--- src/rtl/synth_pkg.sv ---
// Shared sizing and FSM encoding for the voice phase accumulator.
// Imported by the interface, the phase store and the top.
package synth_pkg;
   localparam int VOICES    = 32;
   localparam int VOICE_W   = 5;
   localparam int CONST_W   = 24;
   localparam int PHASE_W   = 32;
   localparam int CONST_LAT = 1;
   localparam int NOTE_W    = 9;

   typedef enum logic [1:0] {
      IDLE,
      SCAN,
      DRAIN
   } state_e;
endpackage

--- src/rtl/voice_phase_acc_if.sv ---
// Key command bus and phase output stream of the accumulator.
// master = accumulator side, slave = controller / lookup side.
interface voice_phase_acc_if;
   import synth_pkg::*;

   logic               key_on;
   logic               key_off;
   logic [VOICE_W-1:0] key_voice;
   logic [NOTE_W-1:0]  key_note;
   logic               key_sync;

   logic [PHASE_W-1:0] phase_out;
   logic [VOICE_W-1:0] phase_voice;
   logic               phase_gate;
   logic               phase_valid;

   modport master (
      input  key_on, key_off, key_voice, key_note, key_sync,
      output phase_out, phase_voice, phase_gate, phase_valid
   );

   modport slave (
      output key_on, key_off, key_voice, key_note, key_sync,
      input  phase_out, phase_voice, phase_gate, phase_valid
   );
endinterface

--- src/rtl/voice_phase_ram.sv ---
// Per-voice phase store: one combinational read port,
// one synchronous write port, no reset (cleared via flags).
module voice_phase_ram
   import synth_pkg::*;
(
   input  logic               clk,
   input  logic               we,
   input  logic [VOICE_W-1:0] waddr,
   input  logic [PHASE_W-1:0] wdata,
   input  logic [VOICE_W-1:0] raddr,
   output logic [PHASE_W-1:0] rdata
);
   logic [PHASE_W-1:0] mem_q [VOICES];

   // write-back of the accumulated phase
   always_ff @(posedge clk) begin
      if (we) begin
         mem_q[waddr] <= wdata;
      end
   end

   assign rdata = mem_q[raddr];
endmodule

--- src/rtl/voice_phase_acc.sv ---
// Time-multiplexed phase accumulator: scans all voices per
// sample_tick, adds the mapped increment, streams the result.
module voice_phase_acc
   import synth_pkg::*;
(
   input  logic               clk,
   input  logic               reset_n,
   input  logic               sample_tick,
   output logic [NOTE_W-1:0]  sound,
   input  logic [CONST_W-1:0] constant,
   output logic               busy,
   output logic               overrun,
   voice_phase_acc_if.master  vif
);
   state_e             state_q, state_d;
   logic [VOICE_W-1:0] v_q, v_d;
   logic               overrun_q, overrun_d;
   logic               s1_valid_q, s1_valid_d;
   logic [VOICE_W-1:0] s1_voice_q, s1_voice_d;
   logic [PHASE_W-1:0] phase_out_q, phase_out_d;
   logic [VOICE_W-1:0] phase_voice_q, phase_voice_d;
   logic               phase_gate_q, phase_gate_d;
   logic               phase_valid_q, phase_valid_d;
   logic [NOTE_W-1:0]  note_q [VOICES];
   logic [NOTE_W-1:0]  note_d [VOICES];
   logic [VOICES-1:0]  gate_q, gate_d;
   logic [VOICES-1:0]  clr_q, clr_d;
   logic [PHASE_W-1:0] rd_data, base, wdata;

   voice_phase_ram u_ram (
      .clk   (clk),
      .we    (s1_valid_q),
      .waddr (s1_voice_q),
      .wdata (wdata),
      .raddr (s1_voice_q),
      .rdata (rd_data)
   );

   // scan FSM: issue one voice per clock, then drain the pipe
   always_comb begin
      state_d   = state_q;
      v_d       = v_q;
      overrun_d = overrun_q;
      unique case (state_q)
         IDLE: begin
            if (sample_tick) begin
               state_d = SCAN;
               v_d     = '0;
            end
         end
         SCAN: begin
            v_d = v_q + 1'b1;
            if (v_q == VOICE_W'(VOICES - 1)) begin
               state_d = DRAIN;
            end
         end
         DRAIN: begin
            if (phase_valid_q &&
                phase_voice_q == VOICE_W'(VOICES - 1)) begin
               state_d = IDLE;
            end
         end
         default: state_d = IDLE;
      endcase
      if (sample_tick && state_q != IDLE) begin
         overrun_d = 1'b1;
      end
   end

   // a pending clear makes the stored phase read as zero
   assign base = clr_q[s1_voice_q] ? '0 : rd_data;

   // accumulate stage: gated voices add the constant, others hold
   always_comb begin
      wdata = base;
      if (gate_q[s1_voice_q]) begin
         wdata = base + PHASE_W'(constant);
      end
      s1_valid_d    = (state_q == SCAN);
      s1_voice_d    = v_q;
      phase_valid_d = s1_valid_q;
      phase_out_d   = phase_out_q;
      phase_voice_d = phase_voice_q;
      phase_gate_d  = phase_gate_q;
      if (s1_valid_q) begin
         phase_out_d   = wdata;
         phase_voice_d = s1_voice_q;
         phase_gate_d  = gate_q[s1_voice_q];
      end
   end

   // key commands; a sync clear outranks the same-cycle write-back
   always_comb begin
      note_d = note_q;
      gate_d = gate_q;
      clr_d  = clr_q;
      if (s1_valid_q) begin
         clr_d[s1_voice_q] = 1'b0;
      end
      if (vif.key_on) begin
         note_d[vif.key_voice] = vif.key_note;
         gate_d[vif.key_voice] = 1'b1;
         if (vif.key_sync) begin
            clr_d[vif.key_voice] = 1'b1;
         end
      end
      if (vif.key_off) begin
         gate_d[vif.key_voice] = 1'b0;
      end
   end

   // state registers; reset marks every phase as cleared
   always_ff @(posedge clk or negedge reset_n) begin
      if (!reset_n) begin
         state_q       <= IDLE;
         v_q           <= '0;
         overrun_q     <= 1'b0;
         s1_valid_q    <= 1'b0;
         s1_voice_q    <= '0;
         phase_out_q   <= '0;
         phase_voice_q <= '0;
         phase_gate_q  <= 1'b0;
         phase_valid_q <= 1'b0;
         note_q        <= '{default: '0};
         gate_q        <= '0;
         clr_q         <= '1;
      end else begin
         state_q       <= state_d;
         v_q           <= v_d;
         overrun_q     <= overrun_d;
         s1_valid_q    <= s1_valid_d;
         s1_voice_q    <= s1_voice_d;
         phase_out_q   <= phase_out_d;
         phase_voice_q <= phase_voice_d;
         phase_gate_q  <= phase_gate_d;
         phase_valid_q <= phase_valid_d;
         note_q        <= note_d;
         gate_q        <= gate_d;
         clr_q         <= clr_d;
      end
   end

   assign sound = (state_q == SCAN) ? note_q[v_q] : '0;
   assign busy  = (state_q != IDLE);
   assign overrun = overrun_q;

   assign vif.phase_out   = phase_out_q;
   assign vif.phase_voice = phase_voice_q;
   assign vif.phase_gate  = phase_gate_q;
   assign vif.phase_valid = phase_valid_q;
endmodule

--- src/flat_wrapper.sv ---
// flat-port wrapper written by rule: the top's interface ports become plain ports
module voice_phase_acc_flat import synth_pkg::*;
  (clk, reset_n, sample_tick, sound, constant, busy, overrun, vif_key_on, vif_key_off, vif_key_voice, vif_key_note, vif_key_sync, vif_phase_out, vif_phase_voice, vif_phase_gate, vif_phase_valid);
  voice_phase_acc_if vif_i ();
  input  logic clk;
  input  logic reset_n;
  input  logic sample_tick;
  output logic [NOTE_W-1:0] sound;
  input  logic [CONST_W-1:0] constant;
  output logic busy;
  output logic overrun;
  input wire logic [$bits(vif_i.key_on)-1:0] vif_key_on;
  input wire logic [$bits(vif_i.key_off)-1:0] vif_key_off;
  input wire logic [$bits(vif_i.key_voice)-1:0] vif_key_voice;
  input wire logic [$bits(vif_i.key_note)-1:0] vif_key_note;
  input wire logic [$bits(vif_i.key_sync)-1:0] vif_key_sync;
  output wire logic [$bits(vif_i.phase_out)-1:0] vif_phase_out;
  output wire logic [$bits(vif_i.phase_voice)-1:0] vif_phase_voice;
  output wire logic [$bits(vif_i.phase_gate)-1:0] vif_phase_gate;
  output wire logic [$bits(vif_i.phase_valid)-1:0] vif_phase_valid;
  assign vif_i.key_on = vif_key_on;
  assign vif_i.key_off = vif_key_off;
  assign vif_i.key_voice = vif_key_voice;
  assign vif_i.key_note = vif_key_note;
  assign vif_i.key_sync = vif_key_sync;
  assign vif_phase_out = vif_i.phase_out;
  assign vif_phase_voice = vif_i.phase_voice;
  assign vif_phase_gate = vif_i.phase_gate;
  assign vif_phase_valid = vif_i.phase_valid;
  voice_phase_acc u_core (.clk(clk), .reset_n(reset_n), .sample_tick(sample_tick), .sound(sound), .constant(constant), .busy(busy), .overrun(overrun), .vif(vif_i));
endmodule
--- config.mk ---
export PLATFORM = sky130hd
export DESIGN_NAME = voice_phase_acc_flat
export DESIGN_NICKNAME = d
export VERILOG_FILES = /design/src/rtl/synth_pkg.sv /design/src/rtl/voice_phase_acc_if.sv /design/src/rtl/voice_phase_ram.sv /design/src/rtl/voice_phase_acc.sv /design/src/flat_wrapper.sv
export SDC_FILE = /design/constraint.sdc
export NUM_CORES = 2
export LEC_CHECK = 0
export CAP_MARGIN = 20
export CELL_PAD_IN_SITES_DETAIL_PLACEMENT = 0
export CELL_PAD_IN_SITES_GLOBAL_PLACEMENT = 1
export CORE_MARGIN = 2
export CORE_UTILIZATION = 30
export CTS_CLUSTER_DIAMETER = 200
export CTS_CLUSTER_SIZE = 14
export DETAILED_ROUTE_END_ITERATION = 12
export PLACE_DENSITY_LB_ADDON = 0.25
export SLEW_MARGIN = 20
export SYNTH_ARGS = -nofsm -noshare
export SYNTH_HDL_FRONTEND = slang
export SYNTH_SLANG_ARGS = --single-unit
--- constraint.sdc ---
create_clock -name clk -period 6.8 [get_ports clk]
set_input_delay 1.36 -clock clk [delete_from_list [all_inputs] [get_ports clk]]
set_output_delay 1.36 -clock clk [all_outputs]
set_load 0.01 [all_outputs]
## Word-level counts from Yosys, hierarchy flattened

Memory sizes are Yosys's and may differ from the RTL's.
Cells that the tools add are included.

- Add/subtract/negate cells: 2
- Magnitude comparators: 7
- Equal/unequal tests: 7
- Muxes and demuxes: 30
- Bitwise operators: 8
- Reductions and logical operators: 10

Operators by type and width:

| operator | count |
|---|---|
| 288-bit bitwise mux | 1 |
| 32-bit 2-to-1 mux | 7 |
| 32-bit AND | 2 |
| 32-bit inverter | 2 |
| 32-bit bitwise OR | 2 |
| 9-bit binary-select mux with 5-bit select | 1 |
| 9-bit demux with 5-bit select | 1 |
| 9-bit 2-to-1 mux | 4 |
| 32-bit by 24-bit adder with 32-bit output | 1 |
| 6-bit greater-or-equal comparator (second input constant) | 2 |
| 5-bit by 6-bit less-than comparator with 1-bit output (second input constant) | 2 |
| 5-bit inverter with 6-bit output | 2 |
| 1-bit binary-select mux with 5-bit select | 2 |
| 1-bit demux with 5-bit select | 2 |
| 5-bit == test (second input constant) | 2 |
| 5-bit by 1-bit greater-or-equal comparator with 1-bit output (second input constant) | 2 |
| 5-bit case mux with 2 select lines | 1 |
| 6-bit by 1-bit less-than comparator with 1-bit output (second input constant) | 1 |
| 1-bit 2-to-1 mux | 6 |
| 2-bit 2-to-1 mux | 3 |
| 2-bit case mux with 3 select lines | 1 |
| 5-bit by 1-bit adder with 5-bit output (second input constant) | 1 |
| 1-bit logical AND | 5 |
| 5-bit 2-to-1 mux | 1 |
| other kinds (8) | 10 |

- Register bits: 405
- Bits in writable memories: 1024
- Output and inout bits: 50
- Logic and storage cells: 108
- Memories kept: 1

Memories:

| name | words | bits a word | rd ports | clocked after memory_dff | write ports | RTL line | text |
|---|---|---|---|---|---|---|---|
| u_core.u_ram.mem_q | 32 | 32 | 1 | 0 | 1 | voice_phase_ram.sv:13 | `logic [PHASE_W-1:0] mem_q [VOICES];` |

## Longest topological paths before layout

- Depth in word-level cells: 10
- Mapped depth: 19
- Gate-level depth less buffers: 16

## Modules after synthesis

Synthesis repeated with hierarchy kept, for this count alone.

- Cell total of the unflattened synthesis: 3876
- Area total of the unflattened synthesis: 60165.2 um^2

Modules (own cells, without submodules):

| module | times used | cells each | area each (um^2) | seq. area each (um^2) |
|---|---|---|---|---|
| voice_phase_ram | 1 | 2228 | 39844.5 | 30749.5 |
| voice_phase_acc | 1 | 1648 | 20320.7 | 10174.8 |

## Least setup slack after synthesis

No wires, ideal clock.

- Path kind: flip-flop to flip-flop
- From: register u_core.s1_voice_q[0]
- To: memory u_core.u_ram.mem_q[0][8], data pin
- Library setup time: 0.573 ns
- Arrival time: 5.107 ns
- Required time: 6.227 ns
- Setup slack: 1.120 ns
- Cell stages (with the launch flop): 16
- Clock period less this slack: 5.680 ns
- Path through: dfrtp_1 -> buf_6 -> buf_6 -> buf_6 -> buf_4 -> buf_2 -> mux4_2 -> a22oi_1 -> a31oi_1 -> ha_1 -> inv_1 -> fa_1 -> nor2b_1 -> o31ai_1 -> a21oi_1 -> o41ai_1

- Word-level cells in the longest chain between the ends: 5

Ends and longest elaborated chain:

| item | RTL line | text |
|---|---|---|
| start: declaration | voice_phase_acc.sv:19 | `logic [VOICE_W-1:0] s1_voice_q, s1_voice_d;` |
| start signal: assignment | voice_phase_acc.sv:132 | `s1_voice_q <= s1_voice_d;` |
| 1-bit binary-select mux with 5-bit select | voice_phase_acc.sv:71 | `assign base = clr_q[s1_voice_q] ? '0 : rd_data;` |
| 1-bit 2-to-1 mux (not written as such) | voice_phase_acc.sv:71 |  |
| 32-bit 2-to-1 mux | voice_phase_acc.sv:71 |  |
| 32-bit by 24-bit adder with 32-bit output | voice_phase_acc.sv:77 | `wdata = base + PHASE_W'(constant);` |
| 32-bit 2-to-1 mux * | voice_phase_acc.sv:76 | `if (gate_q[s1_voice_q]) begin` |
| via u_core.u_ram.wdata[8] | voice_phase_ram.sv:9 | `input logic [PHASE_W-1:0] wdata,` |
| end: declaration | voice_phase_ram.sv:13 |  |

Mark *: on every way through the listed nets, which the timed path passes. The rest lies on a longest branch. The select of a mux whose other input is x is not followed.

## Worst setup path after layout

- From: register u_core.s1_voice_q[3]
- To: memory u_core.u_ram.mem_q[13][19], data pin

The elaborated chain is that of the path after synthesis.

==> impl_metrics.xml <==
<?xml version="1.0" encoding="UTF-8"?>
<metrics>
  <group name="sta">
    <metric name="setup_clock_skew_after_layout" unit="ns">0.0795</metric>
    <metric name="layout_worst_path_cycle_share" unit="">0.904</metric>
    <metric name="timing.final.max_slew_violations" unit="">0</metric>
    <metric name="final-hold-violation-count" unit="">0</metric>
    <metric name="unrepaired_setup_endpoints_after_global_routing" unit="">no</metric>
    <metric name="setup-tns-final" unit="ns">0</metric>
    <metric name="clock.fmax" unit="MHz">163</metric>
    <metric name="time_the_worst_path_needs_with_i_o_delays_and_setup" unit="ns">6.14</metric>
    <metric name="count_of_endpoints_failing_setup_in_the_final_report" unit="">0</metric>
    <metric name="worstMarginPinSlew" unit="ns">1.13</metric>
    <metric name="slew_headroom" unit="">0.248</metric>
  </group>
  <group name="drt">
    <metric name="detail_route.drc_violations" unit="">0</metric>
    <metric name="drtAntennaViolNets" unit="">0</metric>
    <metric name="route.vias.total" unit="">30900</metric>
    <metric name="wl_per_cell" unit="um">29.6</metric>
    <metric name="avgViaCountPerCell" unit="">5.15</metric>
    <metric name="wirelength_routed" unit="mm">178</metric>
    <metric name="detail_route.iter0.violations" unit="">2899</metric>
    <metric name="detailedRoute.firstPassIterationCount" unit="">5</metric>
  </group>
  <group name="clock_tree">
    <metric name="cts_root_buffer_type" unit="">clkbuf_16</metric>
    <metric name="cts.htree.levels" unit="">3</metric>
    <metric name="hold_buffers" unit="">0</metric>
    <metric name="cts-buffers-inserted" unit="">112</metric>
    <metric name="cts.clk_slew.worst_paths" unit="ns">0.08</metric>
    <metric name="numClockSinks" unit="">1429</metric>
    <metric name="post-cts-setup-buffers" unit="">0</metric>
    <metric name="clockBufferDepth" unit="">3</metric>
    <metric name="cts_tree" unit="">done</metric>
    <metric name="post_cts.resized_instances" unit="">0</metric>
    <metric name="clk_latency" unit="ns">0.79</metric>
  </group>
  <group name="synth">
    <metric name="synth-async-reset-ratio" unit="">0.283</metric>
    <metric name="synth_compound_gate_area_share" unit="">0.0437</metric>
    <metric name="yosys_warnings" unit="">0</metric>
    <metric name="synthesis.area_per_instance" unit="um^2">18.5</metric>
    <metric name="syn_inst" unit="">3178</metric>
    <metric name="synth-seq-cells" unit="">1429</metric>
    <metric name="post_synth_and_or_nand_nor_area_fraction" unit="">0.0286</metric>
    <metric name="synth_cell_type_count" unit="">75</metric>
    <metric name="synth_top_family_by_area" unit="">multiplexers</metric>
    <metric name="synth.mux.area_fraction" unit="">0.202</metric>
    <metric name="syn_nets" unit="">3249</metric>
    <metric name="synth_fa_ha_area_frac" unit="">0.00588</metric>
    <metric name="dominantRegCellSynth" unit="">edfxtp_1</metric>
    <metric name="synthXorXnorAreaFrac" unit="">0.00343</metric>
    <metric name="synth.cell_area" unit="mm^2">0.0587</metric>
    <metric name="sequential_area_share_after_synthesis" unit="">0.697</metric>
    <metric name="synth-edff-count" unit="">1024</metric>
  </group>
  <group name="die">
    <metric name="die_area" unit="mm^2">0.199</metric>
    <metric name="boundaryPins" unit="">94</metric>
    <metric name="placeableCoreArea" unit="mm^2">0.195</metric>
    <metric name="chipHeight" unit="um">446</metric>
    <metric name="start_util" unit="">0.302</metric>
    <metric name="die_w" unit="um">446</metric>
    <metric name="fp-row-count" unit="">162</metric>
  </group>
  <group name="setup_path">
    <metric name="timing.critical_path.slowest_stage_cell" unit="">dfrtp_1</metric>
    <metric name="crit-reg2reg-capture" unit="">u_core.u_ram.mem_q[13][19]$_DFFE_PP_</metric>
    <metric name="critPathCaptureType" unit="">register</metric>
    <metric name="setup_slack_of_the_worst_register_to_register_path" unit="ns">0.66</metric>
    <metric name="r2r-start" unit="">u_core.s1_voice_q[3]$_DFF_PN0_</metric>
    <metric name="critical_setup_path_kind" unit="">reg -&gt; reg</metric>
    <metric name="cpPeakStageDelay" unit="ns">0.71</metric>
    <metric name="cp.buffers_inverters" unit="">3</metric>
    <metric name="path_max_fanout" unit="">32</metric>
    <metric name="cp-start-kind" unit="">register</metric>
    <metric name="crit_top_cell" unit="">o21ai_0</metric>
    <metric name="timing.critical_path.cells" unit="">buf_4 -&gt; or4bb_1 -&gt; o22ai_1 -&gt; nor4_4 -&gt; buf_4 -&gt; nand2_2 -&gt; a41o_1 -&gt; inv_1 -&gt; ha_1 -&gt; a211oi_1 -&gt; o21ai_0 -&gt; and4_1 -&gt; o21ai_0 -&gt; o21ai_0 -&gt; a31oi_1 -&gt; xnor2_1 -&gt; mux2_2</metric>
    <metric name="cp_top_family" unit="">compound AO/OA/AOI/OAI gates</metric>
    <metric name="required" unit="ns">7.28</metric>
    <metric name="cp.arrival" unit="ns">6.62</metric>
    <metric name="reg2regPathDepth" unit="">17</metric>
  </group>
  <group name="cells_and_area">
    <metric name="design.final.nets" unit="">3371</metric>
    <metric name="final_common_cell" unit="">edfxtp_1</metric>
    <metric name="layout-drive-gt1-share" unit="">0.306</metric>
    <metric name="layout_common_cells" unit="">edfxtp_1, dfrtp_1, mux2_2</metric>
    <metric name="layout.filler_cells" unit="">18500</metric>
    <metric name="area.growth.synth_to_final" unit="%">13.5</metric>
  </group>
  <group name="worst_hold_path">
    <metric name="hp-class" unit="">reg -&gt; reg</metric>
    <metric name="worst_hold_path.num_cells" unit="">1</metric>
    <metric name="worst_hold_path.endpoint" unit="">u_core.overrun$_DFFE_PN0P_</metric>
    <metric name="hold_path.startpoint" unit="">u_core.overrun$_DFFE_PN0P_</metric>
  </group>
  <group name="grt">
    <metric name="antenna_found_initial" unit="">5</metric>
    <metric name="groute.usage.overall" unit="">0.178</metric>
    <metric name="maximum_number_of_pins_on_one_net_before_global_route_repair" unit="">133</metric>
    <metric name="grt_pass1_vias" unit="">31600</metric>
    <metric name="grt_overflow" unit="">0</metric>
    <metric name="first_pass_grt_wire_length" unit="mm">250</metric>
  </group>
  <group name="placed_design">
    <metric name="buffer_ports.inserted" unit="">93</metric>
    <metric name="hpwl" unit="mm">103</metric>
    <metric name="globalplace.congestion" unit="">0.785</metric>
  </group>
  <group name="job">
    <metric name="max_cap_violations" unit="">0</metric>
  </group>
  <group name="run_status">
    <metric name="status" unit="">completed</metric>
  </group>
</metrics>
==> worst register-to-register path: stages (launching register included) <==
cell      delay (ns)
dfrtp_1         0.71
buf_4           0.27
or4bb_1         0.51
o22ai_1         0.29
nor4_4          0.10
buf_4           0.17
nand2_2         0.42
a41o_1          0.34
inv_1           0.08
ha_1            0.29
a211oi_1        0.09
o21ai_0         0.46
and4_1          0.42
o21ai_0         0.16
o21ai_0         0.56
a31oi_1         0.21
xnor2_1         0.22
mux2_2          0.56
==> synthesized netlist by cell type, types with 25 or more instances <==
master    instances  area [um^2]
a21oi_1          25          125
a22o_1           27          236
a22oi_1          58          435
a31oi_1          27          169
buf_1            43          161
clkbuf_1        109          409
dfrtp_1         373         9330
dfstp_2          32          841
edfxtp_1       1024        30700
ha_1             26          325
mux2_2          347         3910
mux2i_1         138         1380
mux4_2          290         6530
nand2_1         100          375
nor2_1          106          398
o21ai_0          57          285
o22a_1           25          219
o22ai_1          70          438
==> worst max-delay path by stage <==
stage	cells past startpoint	end	slack (ns)	startpoint
2_1_floorplan	15	u_core.u_ram.mem_q[0][8]$_DFFE_PP_	1.12	u_core.s1_voice_q[0]$_DFF_PN0_
3_3_place_gp	17	u_core.u_ram.mem_q[2][23]$_DFFE_PP_	0.65	u_core.s1_voice_q[3]$_DFF_PN0_
3_5_place_dp	17	u_core.u_ram.mem_q[2][23]$_DFFE_PP_	0.61	u_core.s1_voice_q[3]$_DFF_PN0_
4_1_cts	17	u_core.u_ram.mem_q[26][23]$_DFFE_PP_	0.57	u_core.s1_voice_q[3]$_DFF_PN0_
5_1_grt	17	u_core.u_ram.mem_q[12][19]$_DFFE_PP_	0.23	u_core.s1_voice_q[3]$_DFF_PN0_
6_report	17	u_core.u_ram.mem_q[13][19]$_DFFE_PP_	0.66	u_core.s1_voice_q[3]$_DFF_PN0_
==> metrics by stage <==
stage,hold WS [ns],util,instance area [um^2],cells,setup slack [ns]
finish,0.467,0.342,66700,6007,0.656
global route,0.492,0.342,66700,6005,0.230
CTS,0.469,0.342,66700,6004,0.568
detailed placement,0.452,0.326,63400,5810,0.609
global placement,0.446,0.326,63400,5809,0.647
floorplan,0.352,-,58700,3178,1.12
==> area by class of cell <==
class / count / area, um^2 / area share
tap: 2624 / 3280 / 0.0492
clock buffer: 187 / 3110 / 0.0466
multi-input combinational: 1517 / 17100 / 0.256
antenna: 3 / 7.51 / 0.000113
inverter: 13 / 48.8 / 0.000732
timing repair buffer: 227 / 2090 / 0.0313
sequential: 1429 / 40900 / 0.614
clock inverter: 7 / 134 / 0.00201
==> kinds of logic after synthesis <==
| family | after synthesis |
|---|---|
| AND/OR/NAND/NOR | 323 |
| AO/OA/AOI/OAI | 366 |
| adder cells (fa/ha/maj) | 27 |
| XOR/XNOR | 23 |
| multiplexers | 778 |
| flip-flops | 1429 |
| buffers and inverters | 232 |
==> metal layers <==
metal | wire length [um] | GRT usage | part of all wire | vias up
met2 | 86200 | 0.293 | 0.49 | 768
met4 | 3410 | 0.0401 | 0.019 | 2
met5 | 10 | 0 | 0.000056 | -
li1 | - | - | - | 13000
met1 | 79900 | 0.248 | 0.45 | 17000
met3 | 8210 | 0.0249 | 0.046 | 187
==> state kept, by name, indices dropped and copies added, names as in the netlist <==
name / flops
u_core.u_ram.mem_q: 1024
u_core.note_q: 288
u_core.clr_q: 32
u_core.gate_q: 32
u_core.vif.phase_out: 32
u_core.s1_voice_d: 5
u_core.s1_voice_q: 5
u_core.vif.phase_voice: 5
u_core.state_q: 2
u_core.overrun: 1
u_core.phase_valid_d: 1
u_core.vif.phase_gate: 1
u_core.vif.phase_valid: 1
Power is not shown: default switching activity piles up to over one toggle a cycle in this logic, so the estimate is an artifact.
